$ cat config.mk
export PLATFORM = sky130hd
export DESIGN_NAME = snr_pulse_driver
export DESIGN_NICKNAME = d
export VERILOG_FILES = /design/src/rtl/snr_pulse_driver.sv
export SDC_FILE = /design/constraint.sdc
export NUM_CORES = 1
export LEC_CHECK = 0
export CORE_UTILIZATION = 49
export DETAILED_ROUTE_END_ITERATION = 10
export PLACE_DENSITY = 0.86
export SLEW_MARGIN = 5
export SYNTH_ARGS = -nofsm -noshare
export SYNTH_HDL_FRONTEND = slang
export SYNTH_SLANG_ARGS = --single-unit
$ cat constraint.sdc
create_clock -name ck -period 2.16 [get_ports ck]
set_input_delay 0.432 -clock ck [delete_from_list [all_inputs] [get_ports ck]]
set_output_delay 0.432 -clock ck [all_outputs]
set_load 0.005 [all_outputs]
$ cat src/rtl/snr_pulse_driver.sv
// snr_pulse_driver
// Drives an active-low set/reset latch cell from a valid/ready command
// stream. Each command produces one registered, glitch-free low pulse on
// either lat_nset or lat_nrst, then a quiet gap with both drives high.
// After the gap, the synchronised latch readback is compared with the
// commanded value. The two drives can never be low together: both are
// decoded from one state and one stored command bit.

module snr_pulse_driver #(
   parameter int PULSE_W = 2,  // cycles the selected drive is held low (1..15)
   parameter int GAP_W   = 1   // cycles both drives are high before the check (1..15)
) (
   input  logic ck,
   input  logic nrst,
   input  logic cmd_valid,
   input  logic cmd_val,
   output logic cmd_ready,
   output logic lat_nset,
   output logic lat_nrst,
   input  logic lat_q,
   output logic busy,
   output logic done,
   output logic err
);

   // The 4-bit counter holds at most 14 (load value W-1), so out-of-range
   // widths are rejected at elaboration instead of wrapping silently.
   if (PULSE_W < 1 || PULSE_W > 15) begin : g_bad_pulse_w
      $error("snr_pulse_driver: PULSE_W must be in 1..15");
   end
   if (GAP_W < 1 || GAP_W > 15) begin : g_bad_gap_w
      $error("snr_pulse_driver: GAP_W must be in 1..15");
   end

   localparam logic [3:0] PULSE_LOAD = 4'(PULSE_W - 1);
   localparam logic [3:0] GAP_LOAD   = 4'(GAP_W - 1);

   typedef enum logic [1:0] {
      ST_IDLE  = 2'd0,
      ST_PULSE = 2'd1,
      ST_GAP   = 2'd2,
      ST_CHECK = 2'd3
   } state_t;

   state_t     state_q, state_d;
   logic [3:0] cnt_q, cnt_d;
   logic       val_q, val_d;
   logic       nset_q, nset_d;
   logic       nrst_q, nrst_d;
   logic       sync1_q, q_s;

   // Next-state, counter and command-capture logic.
   always_comb begin
      // NOTE: every variable gets a default before the case, so no path
      // leaves one unassigned and no latch is inferred.
      state_d = state_q;
      cnt_d   = cnt_q;
      val_d   = val_q;
      unique case (state_q)
         ST_IDLE: begin
            if (cmd_valid) begin
               state_d = ST_PULSE;
               cnt_d   = PULSE_LOAD;
               val_d   = cmd_val;
            end
         end
         ST_PULSE: begin
            if (cnt_q == 4'd0) begin
               state_d = ST_GAP;
               cnt_d   = GAP_LOAD;
            end else begin
               cnt_d = cnt_q - 4'd1;
            end
         end
         ST_GAP: begin
            if (cnt_q == 4'd0) begin
               state_d = ST_CHECK;
            end else begin
               cnt_d = cnt_q - 4'd1;
            end
         end
         ST_CHECK: begin
            state_d = ST_IDLE;
         end
         default: begin
            state_d = ST_IDLE;
         end
      endcase
   end

   // Drive levels for the next cycle, decoded from the next state so the
   // registered pulse lines up exactly with the PULSE state. Only one of
   // the two can be low because val_d picks exactly one of them.
   always_comb begin
      nset_d = !((state_d == ST_PULSE) && val_d);
      nrst_d = !((state_d == ST_PULSE) && !val_d);
   end

   // State, counter, stored command, drive registers and readback synchroniser.
   always_ff @(posedge ck) begin
      // NOTE: sequential state uses non-blocking assignments so every flop
      // samples the pre-edge values, independent of statement order.
      if (!nrst) begin
         state_q <= ST_IDLE;
         cnt_q   <= 4'd0;
         val_q   <= 1'b0;
         nset_q  <= 1'b1;
         nrst_q  <= 1'b1;
         sync1_q <= 1'b0;
         q_s     <= 1'b0;
      end else begin
         state_q <= state_d;
         cnt_q   <= cnt_d;
         val_q   <= val_d;
         nset_q  <= nset_d;
         nrst_q  <= nrst_d;
         sync1_q <= lat_q;
         q_s     <= sync1_q;
      end
   end

   // Outputs: flop outputs or single-state decodes only, never a path from inputs.
   always_comb begin
      lat_nset  = nset_q;
      lat_nrst  = nrst_q;
      cmd_ready = (state_q == ST_IDLE);
      busy      = (state_q != ST_IDLE);
      done      = (state_q == ST_CHECK);
      err       = (state_q == ST_CHECK) && (q_s != val_q);
   end

endmodule

==> impl_summary.txt, run 1 <==
----------------------------------------------------
[STA]
  # setup viols final ... 0
  Setup tns final ... 0 ps
  Relative slew margins ... roughly three quarters
  Slew at the pin with the worst max-slew slack ... ~350 ps
  Count of endpoints failing hold in the final timing report ... 0
  Final worst path period share ... 94.38%
  Max Freq ... between 400 and 500 MHz
  Crit path setup slack, layout ... between 100 and 150 ps
  Fin crit period ... roughly 2000 ps
  Max Slew Vio Count ... 0
  Worst clock skew ... approximately 4.2 ps
  Setup repair after global routing missed its margin ... no

[Clocking]
  CTS tree ... built
  H-Tree Level Count ... 1
  Clock transition time at the flip-flop clock pins of the worst setup and hold paths ... around 70 ps
  Later-pin clock latency in the skew report ... about 270 ps
  Number of buffers on the longest clock path ... 2
  CTS root buffer ... sky130_fd_sc_hd__clkbuf_4
  Clock buffers created by TritonCTS ... 3
  Number of clock sinks ... 11

[Final layout]
  Number of nets in the layout ... between 90 and 100
  Leading cell types in the layout, fill and taps excluded ... sky130_fd_sc_hd__dfxtp_1, sky130_fd_sc_hd__clkdlybuf4s50_1, sky130_fd_sc_hd__inv_1, sky130_fd_sc_hd__nand2_1, sky130_fd_sc_hd__ha_1
  Inserted Diodes ... 0
  Ratio of cells with drive above 1 in the final layout ... between 10% and 20%
  Layout area overhead ... 20.27%
  Final non-filler cell area ... 772.0 um2
  Most common cell after layout, fill and taps aside ... sky130_fd_sc_hd__dfxtp_1

[Placement]
  Number of buffers added on ports ... 10
  Placed wire-length estimate ... between 900 and 1000 um
  Pre-CTS worst setup slack ... 294.0 ps
  Placement-stage cell area ... about 740 um2
  Global placer's final weighted congestion ... roughly 0.8

[Route]
  Initial DRC count ... 18
  DRC violation count after routing ... 0
  Total via count in the routed design ... 542
  Length of the first detailed-routing pass in iterations ... 4
  Number of nets with antenna violations after detailed routing ... 0
  Vias per inst ... between 5 and 6
  Total wirelength of the detailed-routed design ... 1246 um
  Wire per inst ... around 13 um

[Synthesis]
  Number of warnings issued by yosys ... 0
  Synth Instances ... 67
  Post-Synthesis Mean Instance Area ... around 9.6 um2
  Largest cells by area after synthesis ... sky130_fd_sc_hd__dfxtp_1, sky130_fd_sc_hd__ha_1, sky130_fd_sc_hd__o32ai_4, sky130_fd_sc_hd__inv_1, sky130_fd_sc_hd__nand2_1
  Biggest area consumer among synthesized cells ... sky130_fd_sc_hd__dfxtp_1
  Post-synthesis register bit count ... 11
  Post-synthesis net count ... 79
  Fraction of post-synthesis cell area in the top cell type by area ... 34.31%
  Share of the yosys chip area belonging to registers ... about a third
  Total standard cell area after synthesis ... ~640 um2
  Count of cell types in the netlist ... 32

[Critical path]
  Series of cell instances along the critical path ... inv_1, ha_2, inv_1, clkdlybuf4s50_1
  Most repeated library cell on the critical path ... sky130_fd_sc_hd__inv_1
  Delay of the slowest cell on the worst path ... 490 ps
  Maximum fanout encountered on the critical timing path ... 11
  WP data required ... roughly 1700 ps
  CP Data Arrival Time ... 1610 ps
  Nature of the critical path endpoint ... output port
  CP Class ... flop to output port
  Worst Setup Start Kind ... flop
  Crit-path slowest cell ... sky130_fd_sc_hd__clkdlybuf4s50_1

[Floorplan]
  Die Outline Area ... ~1500 um2
  Height of the die ... around 38 um
  Standard-cell rows ... 12
  Chip width ... 38.19 um
  I/O pin total ... 11
  Starting utilization of the core area ... 55.52%
  Standard cell core area ... 1156 um2

[Global route]
  Combined global-route utilization of all metal layers ... around 22%
  Maximum number of pins on one net before global-route repair ... 12
  Initial antenna violation count ... 0
  Vias in the first global route ... 537
  Remaining Overflow, GRT ... 0
  First-pass GRT wire length ... about 2200 um

[Flow run]
  MaxCap Viol Count ... 0

[Pwr]
  Total power per unit cell area ... between 1000 and 1500 nW/um2
  Sum of internal, switching and leakage power ... just over 900 uW
  Max VDD drop ... between 0.0006 and 0.0007 V
  Leakage component of the power ... between 0.3 and 0.4 nW

[Outcome]
  Status ... completed

[Worst hold path]
  Class of the tightest hold or removal check ... flop to flop

----------------------------------------------------
state kept, by name, indices dropped and copies added (netlist names):
| name | cells |
|---|---|
| q_s | 1 |
| lat_nrst | 1 |
| val_q | 1 |
| lat_nset | 1 |
| state_q | 2 |
| cnt_q | 4 |
| sync1_q | 1 |
cells in the mapped netlist, drive strengths merged:
| library cell | number |
|---|---|
| a221oi | 1 |
| o21ai | 1 |
| o221a | 1 |
| inv | 7 |
| or4 | 1 |
| nand3 | 2 |
| o31ai | 1 |
| dfxtp | 11 |
| or3b | 1 |
| nor3 | 1 |
| nor2 | 4 |
| and2 | 3 |
| o2111a | 1 |
| xor2 | 1 |
| nand4b | 1 |
| o21a | 1 |
| a21oi | 4 |
| or4b | 1 |
| o32ai | 2 |
| mux2i | 1 |
| o211ai | 1 |
| nand2 | 6 |
| ha | 7 |
| o31a | 2 |
| a31oi | 1 |
| buf | 2 |
| a32oi | 1 |
| nand2b | 1 |
critical path, delay by kind of cell, from the launching register on:
kind	cells	cell delay, ps
buffers and inverters	3	680
adders and majority gates	1	270
DFF	1	400
cells by family (layout without fill, tap and decap cells):
kind of cell             Yosys count  count (layout)  synth area share, %
AO/OA/AOI/OAI                     17              17                24.76
XOR/XNOR                           1               1                1.365
adder cells (fa/ha/maj)            7               7                13.64
buffers and inverters              9              21                6.628
flip-flops                        11              11                34.31
multiplexers                       1               1                1.560
AND/OR/NAND/NOR                   21              21                17.74
final cells by class:
class	instances	area, um2
clock buffers	4	26.28
fillers	99	384.1
inverters	7	26.28
multi-input cells	47	381.6
flip-flops and latches	11	220.2
well taps	14	17.52
repair buffers	10	100.1
timing repair:
action,in CTS,in global routing
endpoints found under the setup margin,0,2
hold buffers,0,0
resized for setup,0,1
setup buffers,0,0
per-stage QoR:
| stage | util, % | cells | hold slack, ps |
|---|---|---|---|
| after global routing | 66.77 | 93 | 481.9 |
| after CTS | 66.56 | 93 | 459.4 |
| after floorplan | - | 67 | 411.8 |
| after global placement | 64.29 | 89 | 431.7 |
| final | 66.77 | 93 | 451.7 |
| after detailed placement | 64.29 | 89 | 440.1 |
layer usage:
metal  GRT usage (%)  vias to the layer above  wire, um
met1           26.91                      258       561
met2           35.59                       16       618
li1                -                      266         -
met3           2.326                        2        54
met5               0                        -         0
met4           12.50                        0        11
where the power goes:
part | switching (mW) | total, mW | internal, mW
clock | 0.0702 | 0.142 | 0.0714
combinational | 0.262 | 0.499 | 0.237
sequential | 0.0339 | 0.278 | 0.244
total | 0.366 | 0.918 | 0.552
path summary, 6_finish.rpt:
| kind | from | endpoint | slack, ps | cells after the start |
|---|---|---|---|---|
| max reg2reg | cnt_q[0] | cnt_q[2] | 390 | 6 |
| min | sync1_q | q_s | 450 | 1 |
| max | state_q[0] | busy | 120 | 4 |
| min reg2reg | sync1_q | q_s | 450 | 1 |
Power figures use the tool's default switching activity.
==> run 2: changes to the inputs <==
--- a/config.mk
+++ b/config.mk
@@ -5,6 +5,7 @@
 export SDC_FILE = /design/constraint.sdc
 export NUM_CORES = 1
 export LEC_CHECK = 0
+export CORE_MARGIN = 8
 export CORE_UTILIZATION = 49
 export DETAILED_ROUTE_END_ITERATION = 10
 export PLACE_DENSITY = 0.86
==> impl_summary.txt, run 2 (synthesis gave the netlist of run 1 again) <==
----------------------------------------------------
[Critical path]
  Setup slack of the most critical reg-to-reg path ... approximately 420 ps
  Start point of the critical path ... state_q[1]
  Worst setup path endpoint ... busy
  Maximum fanout encountered on the critical timing path ... 11
  Worst Setup Start Kind ... flop
  CP Data Arrival Time ... 1590 ps
  Worst r2r src ... cnt_q[0]
  Worst reg2reg path endpoint ... cnt_q[2]
  R2R depth ... 6
  CP Class ... flop to output port
  WP data required ... between 1500 and 2000 ps
  Nature of the critical path endpoint ... output port

[Global route]
  Initial antenna violation count ... 0
  Remaining Overflow, GRT ... 0
  Vias in the first global route ... 492
  First-pass GRT wire length ... approximately 2100 um
  Maximum number of pins on one net before global-route repair ... 12
  Combined global-route utilization of all metal layers ... 10.29%

[Pwr]
  Total power per unit cell area ... roughly 1200 nW/um2
  Combinational power share ... between 50% and 60%
  Cell internal power dissipation ... around 550 uW
  Switching Share ... 39.61%
  Sequential share of power ... around 30%
  Clock power share ... between 10% and 20%
  Leakage component of the power ... around 0.32 nW
  Switching Power ... roughly 360 uW
  Max VDD drop ... roughly 0.00053 V

[Placement]
  Number of buffers added on ports ... 10
  Placed cell count ... 90
  Placement-stage cell area ... approximately 740 um2
  Global placer's final weighted congestion ... about 0.85
  Placed wire-length estimate ... roughly 1100 um

[Route]
  Total wirelength of the detailed-routed design ... about 1300 um
  Initial DRC count ... 5
  Wire per inst ... 14.30 um
  Number of nets with antenna violations after detailed routing ... 0
  Length of the first detailed-routing pass in iterations ... 4
  Total via count in the routed design ... 532
  DRC violation count after routing ... 0
  Vias per inst ... ~5.7

[Final layout]
  Top register by number of flip-flops ... cnt_q
  Final Core Density ... 60.95%
  Layout area overhead ... 20.47%
  Register cell area after layout ... ~220 um2
  Final cell count without fillers ... 94
  Most common cell after layout, fill and taps aside ... sky130_fd_sc_hd__dfxtp_1
  Ratio of cells with drive above 1 in the final layout ... about 13%
  Combined area of the multi-input logic cells ... 381.6 um2
  Fill cell instance count of the final layout ... 120
  Leading cell types in the layout, fill and taps excluded ... sky130_fd_sc_hd__dfxtp_1, sky130_fd_sc_hd__clkdlybuf4s50_1, sky130_fd_sc_hd__inv_1, sky130_fd_sc_hd__nand2_1, sky130_fd_sc_hd__ha_1
  Number of flip-flops in the largest register ... 4
  Inserted Diodes ... 0
  Number of nets in the layout ... 92
  Final non-filler cell area ... a little under 800 um2
  Top flop regs ... cnt_q x4, state_q x2

[Floorplan]
  Starting utilization of the core area ... 50.59%
  Die Outline Area ... about 2700 um2
  Chip width ... between 50 and 60 um
  Standard cell core area ... 1269 um2
  Height of the die ... about 52 um
  I/O pin total ... 11
  Standard-cell rows ... 13

[Clocking]
  Number of clock sinks ... 11
  Number of buffers on the longest clock path ... 2
  Post-CTS Repair Setup Buffers ... 0
  Later-pin clock latency in the skew report ... 260 ps
  Hold-fix buffers at CTS ... 0
  CTS root buffer ... sky130_fd_sc_hd__clkbuf_4
  H-Tree Level Count ... 1
  Clock transition time at the flip-flop clock pins of the worst setup and hold paths ... 60 ps
  CTS tree ... built
  Clock buffers created by TritonCTS ... 3

[STA]
  Max Freq ... just under 500 MHz
  Slew at the pin with the worst max-slew slack ... about 310 ps
  Relative slew margins ... about four fifths
  Worst clock skew ... around 2.1 ps
  Setup repair after global routing missed its margin ... no
  Final worst path period share ... 93.74%
  # setup viols final ... 0
  Setup tns final ... 0 ps
  Fin crit period ... 2025 ps
  Count of endpoints failing hold in the final timing report ... 0
  Max Slew Vio Count ... 0

[Flow run]
  MaxCap Viol Count ... 0

[Outcome]
  Status ... completed

[Worst hold path]
  Class of the tightest hold or removal check ... flop to flop

----------------------------------------------------
==> run 2: cell counts in the layout (fill, tap and decap cells not counted) <==
Identical to the previous run, type by type.
==> run 2: what timing repair did <==
action,CTS,global route
endpoints found under the setup margin,0,2
resized for setup,0,1
endpoints found under the hold margin,0,0
==> run 2: layout make-up <==
| type | count | share of cell area, % |
|---|---|---|
| inverter | 7 | 3.398 |
| multi-input combinational | 47 | 49.35 |
| sequential | 11 | 28.48 |
| timing repair buffer | 10 | 12.94 |
| tap | 15 | 2.427 |
| clock buffer | 4 | 3.398 |
==> run 2: power by group through the flow <==
stage | clock, mW | combinational (mW) | sequential (mW)
finish | 0.133 | 0.504 | 0.277
global route | 0.155 | 0.549 | 0.282
CTS | 0.141 | 0.499 | 0.278
detailed placement | 0 | 0.497 | 0.283
global placement | 0 | 0.477 | 0.279
floorplan | 0 | 0.376 | 0.276
==> run 2: routing by layer <==
metal	GRT usage, %	wire length (um)	vias up
li1	-	-	267
met2	18.00	718	10
met5	0	0	-
met4	6.466	19	0
met3	2.557	37	2
met1	10.70	568	253
==> run 2: worst min-delay path by stage <==
| stage | from | endpoint | slack [ps] | cells after the start |
|---|---|---|---|---|
| 2_1_floorplan | sync1_q | q_s | 410 | 1 |
| 3_3_place_gp | sync1_q | q_s | 420 | 1 |
| 3_5_place_dp | sync1_q | q_s | 430 | 1 |
| 4_1_cts | sync1_q | q_s | 450 | 1 |
| 5_1_grt | sync1_q | q_s | 450 | 1 |
| 6_report | sync1_q | q_s | 440 | 1 |
==> run 2: worst max-delay path, cell delays in order (launching register included) <==
cell                              delay (ps)
sky130_fd_sc_hd__dfxtp_1                 400
sky130_fd_sc_hd__inv_1                   110
sky130_fd_sc_hd__ha_2                    260
sky130_fd_sc_hd__inv_1                    80
sky130_fd_sc_hd__clkdlybuf4s50_1         490
==> run 2: per-stage QoR <==
stage | power, mW | hold slack [ps] | worst slack [ps]
after CTS | 0.9179 | 446.4 | 13.46
after global routing | 0.9857 | 451.8 | 62.23
after floorplan | 0.6526 | 411.8 | 577.0
after detailed placement | 0.7804 | 427.8 | 301.1
final | 0.9150 | 438.7 | 135.3
after global placement | 0.7563 | 417.7 | 366.7
==> RTL edit 1 (settings of run 2) <==
Register the output `err`, with the module's reset; this adds one clock of latency there. The other outputs are not delayed to match.
--- a/src/rtl/snr_pulse_driver.sv
+++ b/src/rtl/snr_pulse_driver.sv
@@ -22,6 +22,8 @@
    output logic done,
    output logic err
 );
+
+   logic err_d;
 
    // The 4-bit counter holds at most 14 (load value W-1), so out-of-range
    // widths are rejected at elaboration instead of wrapping silently.
@@ -126,7 +128,15 @@
       cmd_ready = (state_q == ST_IDLE);
       busy      = (state_q != ST_IDLE);
       done      = (state_q == ST_CHECK);
-      err       = (state_q == ST_CHECK) && (q_s != val_q);
+      err_d     = (state_q == ST_CHECK) && (q_s != val_q);
+   end
+
+   always_ff @(posedge ck) begin
+      if (!nrst) begin
+         err <= '0;
+      end else begin
+         err <= err_d;
+      end
    end
 
 endmodule
Behaviour: not the same (Yosys sat finds a counterexample within 10 cycles, from zero or initial values and one cycle with nrst low).
==> RTL edit 1 against run 2 <==
Design area grew 0.32%. Global-route usage fell by 0.61 points. First-iteration DRC count rose to 3.4 times the old value. Synthesized area shrank 1.2%. Sequential cell count up 1. Wire length shrank 15%. Highest routed layer is now met3. Critical path depth unchanged. Worst setup slack gained 0.010 ns. Utilization rose by 0.99 points. Total power barely moved.
==> RTL edit 1: results (changes against run 2) <==
[run_status]
status=finished clean

[synthesis]
ys_top_cells_by_count=dfxtp_1, ha_1, inv_1
syn-num-nets=81  ; +2.5%
synth-adder-area-share_pct=13.81  ; +0.16 points
yosysUniqueCellTypes=28  ; -13%
seq_area_frac_synth_pct=37.87  ; +3.6 points
synth_mux_area_share_pct=3.156  ; +1.6 points
synth-compound-area-share_pct=17.36  ; -7.4 points
synthTopCellsByArea=dfxtp_1, ha_1, inv_1
synthXorXnorAreaFrac_pct=1.381  ; +0.016 points

[grt]
grt_use_total_pct=9.677  ; -0.61 points
grt_pass1_vias=465  ; -5.5%
grt_start_max_net_pins=11  ; -1
grt_pass1_wl_mm=2.007  ; -4.6%

[placement]
dp_hpwl_um=872.2  ; -21%
portBuffers=10  ; unchanged
postPlaceCellArea_sq_um=737.0  ; -1.0%
pre_cts_slack_ns=0.3547  ; +0.05360 ns
gp_routability_congestion=0.8177  ; -4.0%

[power_and_ir_drop]
power_density_nw_per_um2=1179  ; -0.38%
irDropWorstVdd_mv=0.5898  ; +11%
intPower_mw=0.5831  ; +5.5%
leakagePower_nw=0.3275  ; +3.1%

[sta]
fin_skew_ns=0.003775  ; +0.001658 ns
relSlewSlack_pct=82.85  ; +3.5 points

[setup_path]
cp_max_fo=10  ; -1

[drt]
vias=505  ; -5.1%
routed_wl_mm=1.142  ; -15%
drt_iter0_markers=17  ; +12

[cts]
clk-insertion-delay-late_ns=0.27
clock_path_buffers=2  ; unchanged
ctsRootBufferMaster=clkbuf_4

[layout]
fill_cells=95  ; -21%
final_nets=94  ; +2.2%

[RTL edit 1: power groups by stage]
stage / sequential [mW] / combinational, mW / clock, mW
floorplan: 0.294 / 0.337 / 0
global placement: 0.299 / 0.436 / 0
finish: 0.295 / 0.447 / 0.173
detailed placement: 0.298 / 0.441 / 0
CTS: 0.295 / 0.443 / 0.181
global route: 0.299 / 0.496 / 0.197
[RTL edit 1: final timing paths]
check              from        to  slack, ns  cells after the start
min reg2reg    cnt_q[3]  cnt_q[3]       0.46                      1
max reg2reg  state_q[1]  cnt_q[0]       0.46                      5
max          state_q[1]      busy       0.15                      4
min            cnt_q[3]  cnt_q[3]       0.46                      1
[RTL edit 1: cell families after synthesis]
group	Yosys count
mux	2
flops	12
compound gates	14
buf+inv	9
fa+ha+maj	7
xor+xnor	1
simple gates	24
[RTL edit 1: timing repair]
item,CTS,global route
endpoints found under the hold margin,0,0
resized for setup,0,1
endpoints found under the setup margin,0,2
buffers inserted,0,0
[RTL edit 1: metal layers]
metal  vias to the layer above  part of all wire [%]  track usage (%)
met5                         -                     0                0
met4                         0                     0            2.655
met3                         0                   4.0            5.413
met2                         7                    50            15.60
met1                       235                    46            10.64
li1                        263                     -                -
[RTL edit 1: layout make-up]
cell class                 count  share of cell area [%]
clock buffer                   4                   4.677
sequential                    12                   30.97
multi-input combinational     48                   45.65
timing repair buffer          10                   12.90
inverter                       7                   3.387
tap                           15                   2.419
[RTL edit 1: per-stage QoR]
step	std cells	power (mW)
6_report	96	0.9145
5_1_grt	96	0.9921
4_1_cts	96	0.9189
3_5_place_dp	92	0.7392
3_3_place_gp	92	0.7352
2_1_floorplan	69	0.6303
==> RTL edit 2 (flow settings as in run 2) <==
Without the edit above. The 4 states of `state_t` get a one-hot encoding in 4 bits.
--- a/src/rtl/snr_pulse_driver.sv
+++ b/src/rtl/snr_pulse_driver.sv
@@ -35,11 +35,11 @@
    localparam logic [3:0] PULSE_LOAD = 4'(PULSE_W - 1);
    localparam logic [3:0] GAP_LOAD   = 4'(GAP_W - 1);
 
-   typedef enum logic [1:0] {
-      ST_IDLE  = 2'd0,
-      ST_PULSE = 2'd1,
-      ST_GAP   = 2'd2,
-      ST_CHECK = 2'd3
+   typedef enum logic [3:0] {
+      ST_IDLE  = 4'b0001,
+      ST_PULSE = 4'b0010,
+      ST_GAP   = 4'b0100,
+      ST_CHECK = 4'b1000
    } state_t;
 
    state_t     state_q, state_d;
Function: no difference found for any inputs over 10 cycles, from zero or initial values and one cycle with nrst low; not proved beyond that.
==> RTL edit 2 against run 2 <==
Worst setup slack lost 0.069 ns. Sequential cell count grew 2. Wire length grew 1.8%. Synthesized area shrank 6.4%. Design area grew 1.6%. Clock skew grew 0.0029 ns. Die area shrank 4.5%. First-iteration DRC count grew 140%. Final cell count grew 3.2%. Critical path type unchanged. Highest routed layer unchanged.
Power is not compared: it rests on default switching activity, and its combinational part moved more than twofold at a synthesized area within 25%.
==> RTL edit 2: results (changes against run 2) <==
[run_status]
status=finished clean

[grt]
grt_pass1_wl_mm=2.290  ; +8.8%
use_met3_pct=3.468  ; +0.91 points
grt_start_max_net_pins=9  ; -3
use_met2_pct=17.62  ; -0.38 points
grt_use_total_pct=11.47  ; +1.2 points

[sta]
relSlewSlack_pct=63.60  ; -16 points
fin_skew_ns=0.005026  ; +0.002909 ns
fmax_mhz=477.7  ; -3.3%

[placement]
pre_cts_slack_ns=-0.1044  ; -0.4055 ns
dp_hpwl_mm=1.043  ; -5.2%

[setup_path]
crit_path_start=state_q[0]
r2r_end=cnt_q[1]
cp-endpoint=err
cp.arrival_ns=1.66  ; +0.07 ns

[synthesis]
seq_area_frac_synth_pct=43.33  ; +9.0 points
ys_top_cells_by_count=dfxtp_1, nor2_1, inv_1
synthTopCellsByArea=dfxtp_1, nor2_1, o2bb2ai_1
yosysUniqueCellTypes=30  ; -6.3%
syn-num-nets=72  ; -8.9%

[drt]
vias=538  ; +1.1%
drt_iter0_markers=12  ; +7

[layout]
final_nets=91  ; -1.1%
drive_above_1_share_pct=14.46  ; +1.8 points

[cts]
clk-insertion-delay-late_ns=0.28  ; +0.02 ns
clkTransAtPathRegs_ns=0.08  ; +0.02 ns

==> RTL edit 2: kinds of logic after synthesis <==
kind of cell	count (synthesis)	share of synthesized area [%]
buf+inv	6	3.956
simple gates	29	27.71
flops	13	43.33
mux	2	3.542
fa+ha+maj	2	4.166
compound gates	11	14.37
xor+xnor	2	2.917
==> RTL edit 2: through the flow <==
stage | cells | cell area, sq um | util, % | TNS [ns]
floorplan | 65 | 600.6 | - | 0
global placement | 93 | 750.7 | 66.67 | -0.03970
detailed placement | 93 | 750.7 | 66.67 | -0.1755
CTS | 97 | 783.3 | 69.56 | 0
global route | 97 | 785.8 | 69.78 | 0
finish | 97 | 785.8 | 69.78 | 0
==> RTL edit 2: worst reg2reg max path: stages, from the launching register on <==
cell and delay, ns:
dfxtp_1 0.33, inv_1 0.10, ha_1 0.17, nor3b_1 0.48, nand3_1 0.20, o21ai_1 0.22, mux2_1 0.34
==> RTL edit 2: area by class of cell <==
| type | instances | area [sq um] | area share, % |
|---|---|---|---|
| clock buffer | 4 | 26.28 | 3.344 |
| tap | 14 | 17.52 | 2.229 |
| timing repair buffer | 15 | 137.6 | 17.52 |
| multi-input combinational | 46 | 325.3 | 41.40 |
| inverter | 5 | 18.77 | 2.389 |
| sequential | 13 | 260.3 | 33.12 |
==> RTL edit 2: timing repair <==
item                       in CTS  in global routing
gates resized for setup         1                  1
cloned                          0                  0
setup endpoints to repair       1                  1
==> RTL edit 2: power by group <==
part,total (mW),switching (mW),internal [mW]
Combinational,0.0928,0.0415,0.0513
Clock,0.151,0.0792,0.0716
Sequential,0.260,0.00929,0.251
==> RTL edit 2: per-layer routing <==
metal / routed length, um / vias up
li1: - / 272
met1: 614 / 243
met2: 642 / 19
met3: 81 / 4
met4: 30 / 0
met5: 0 / -
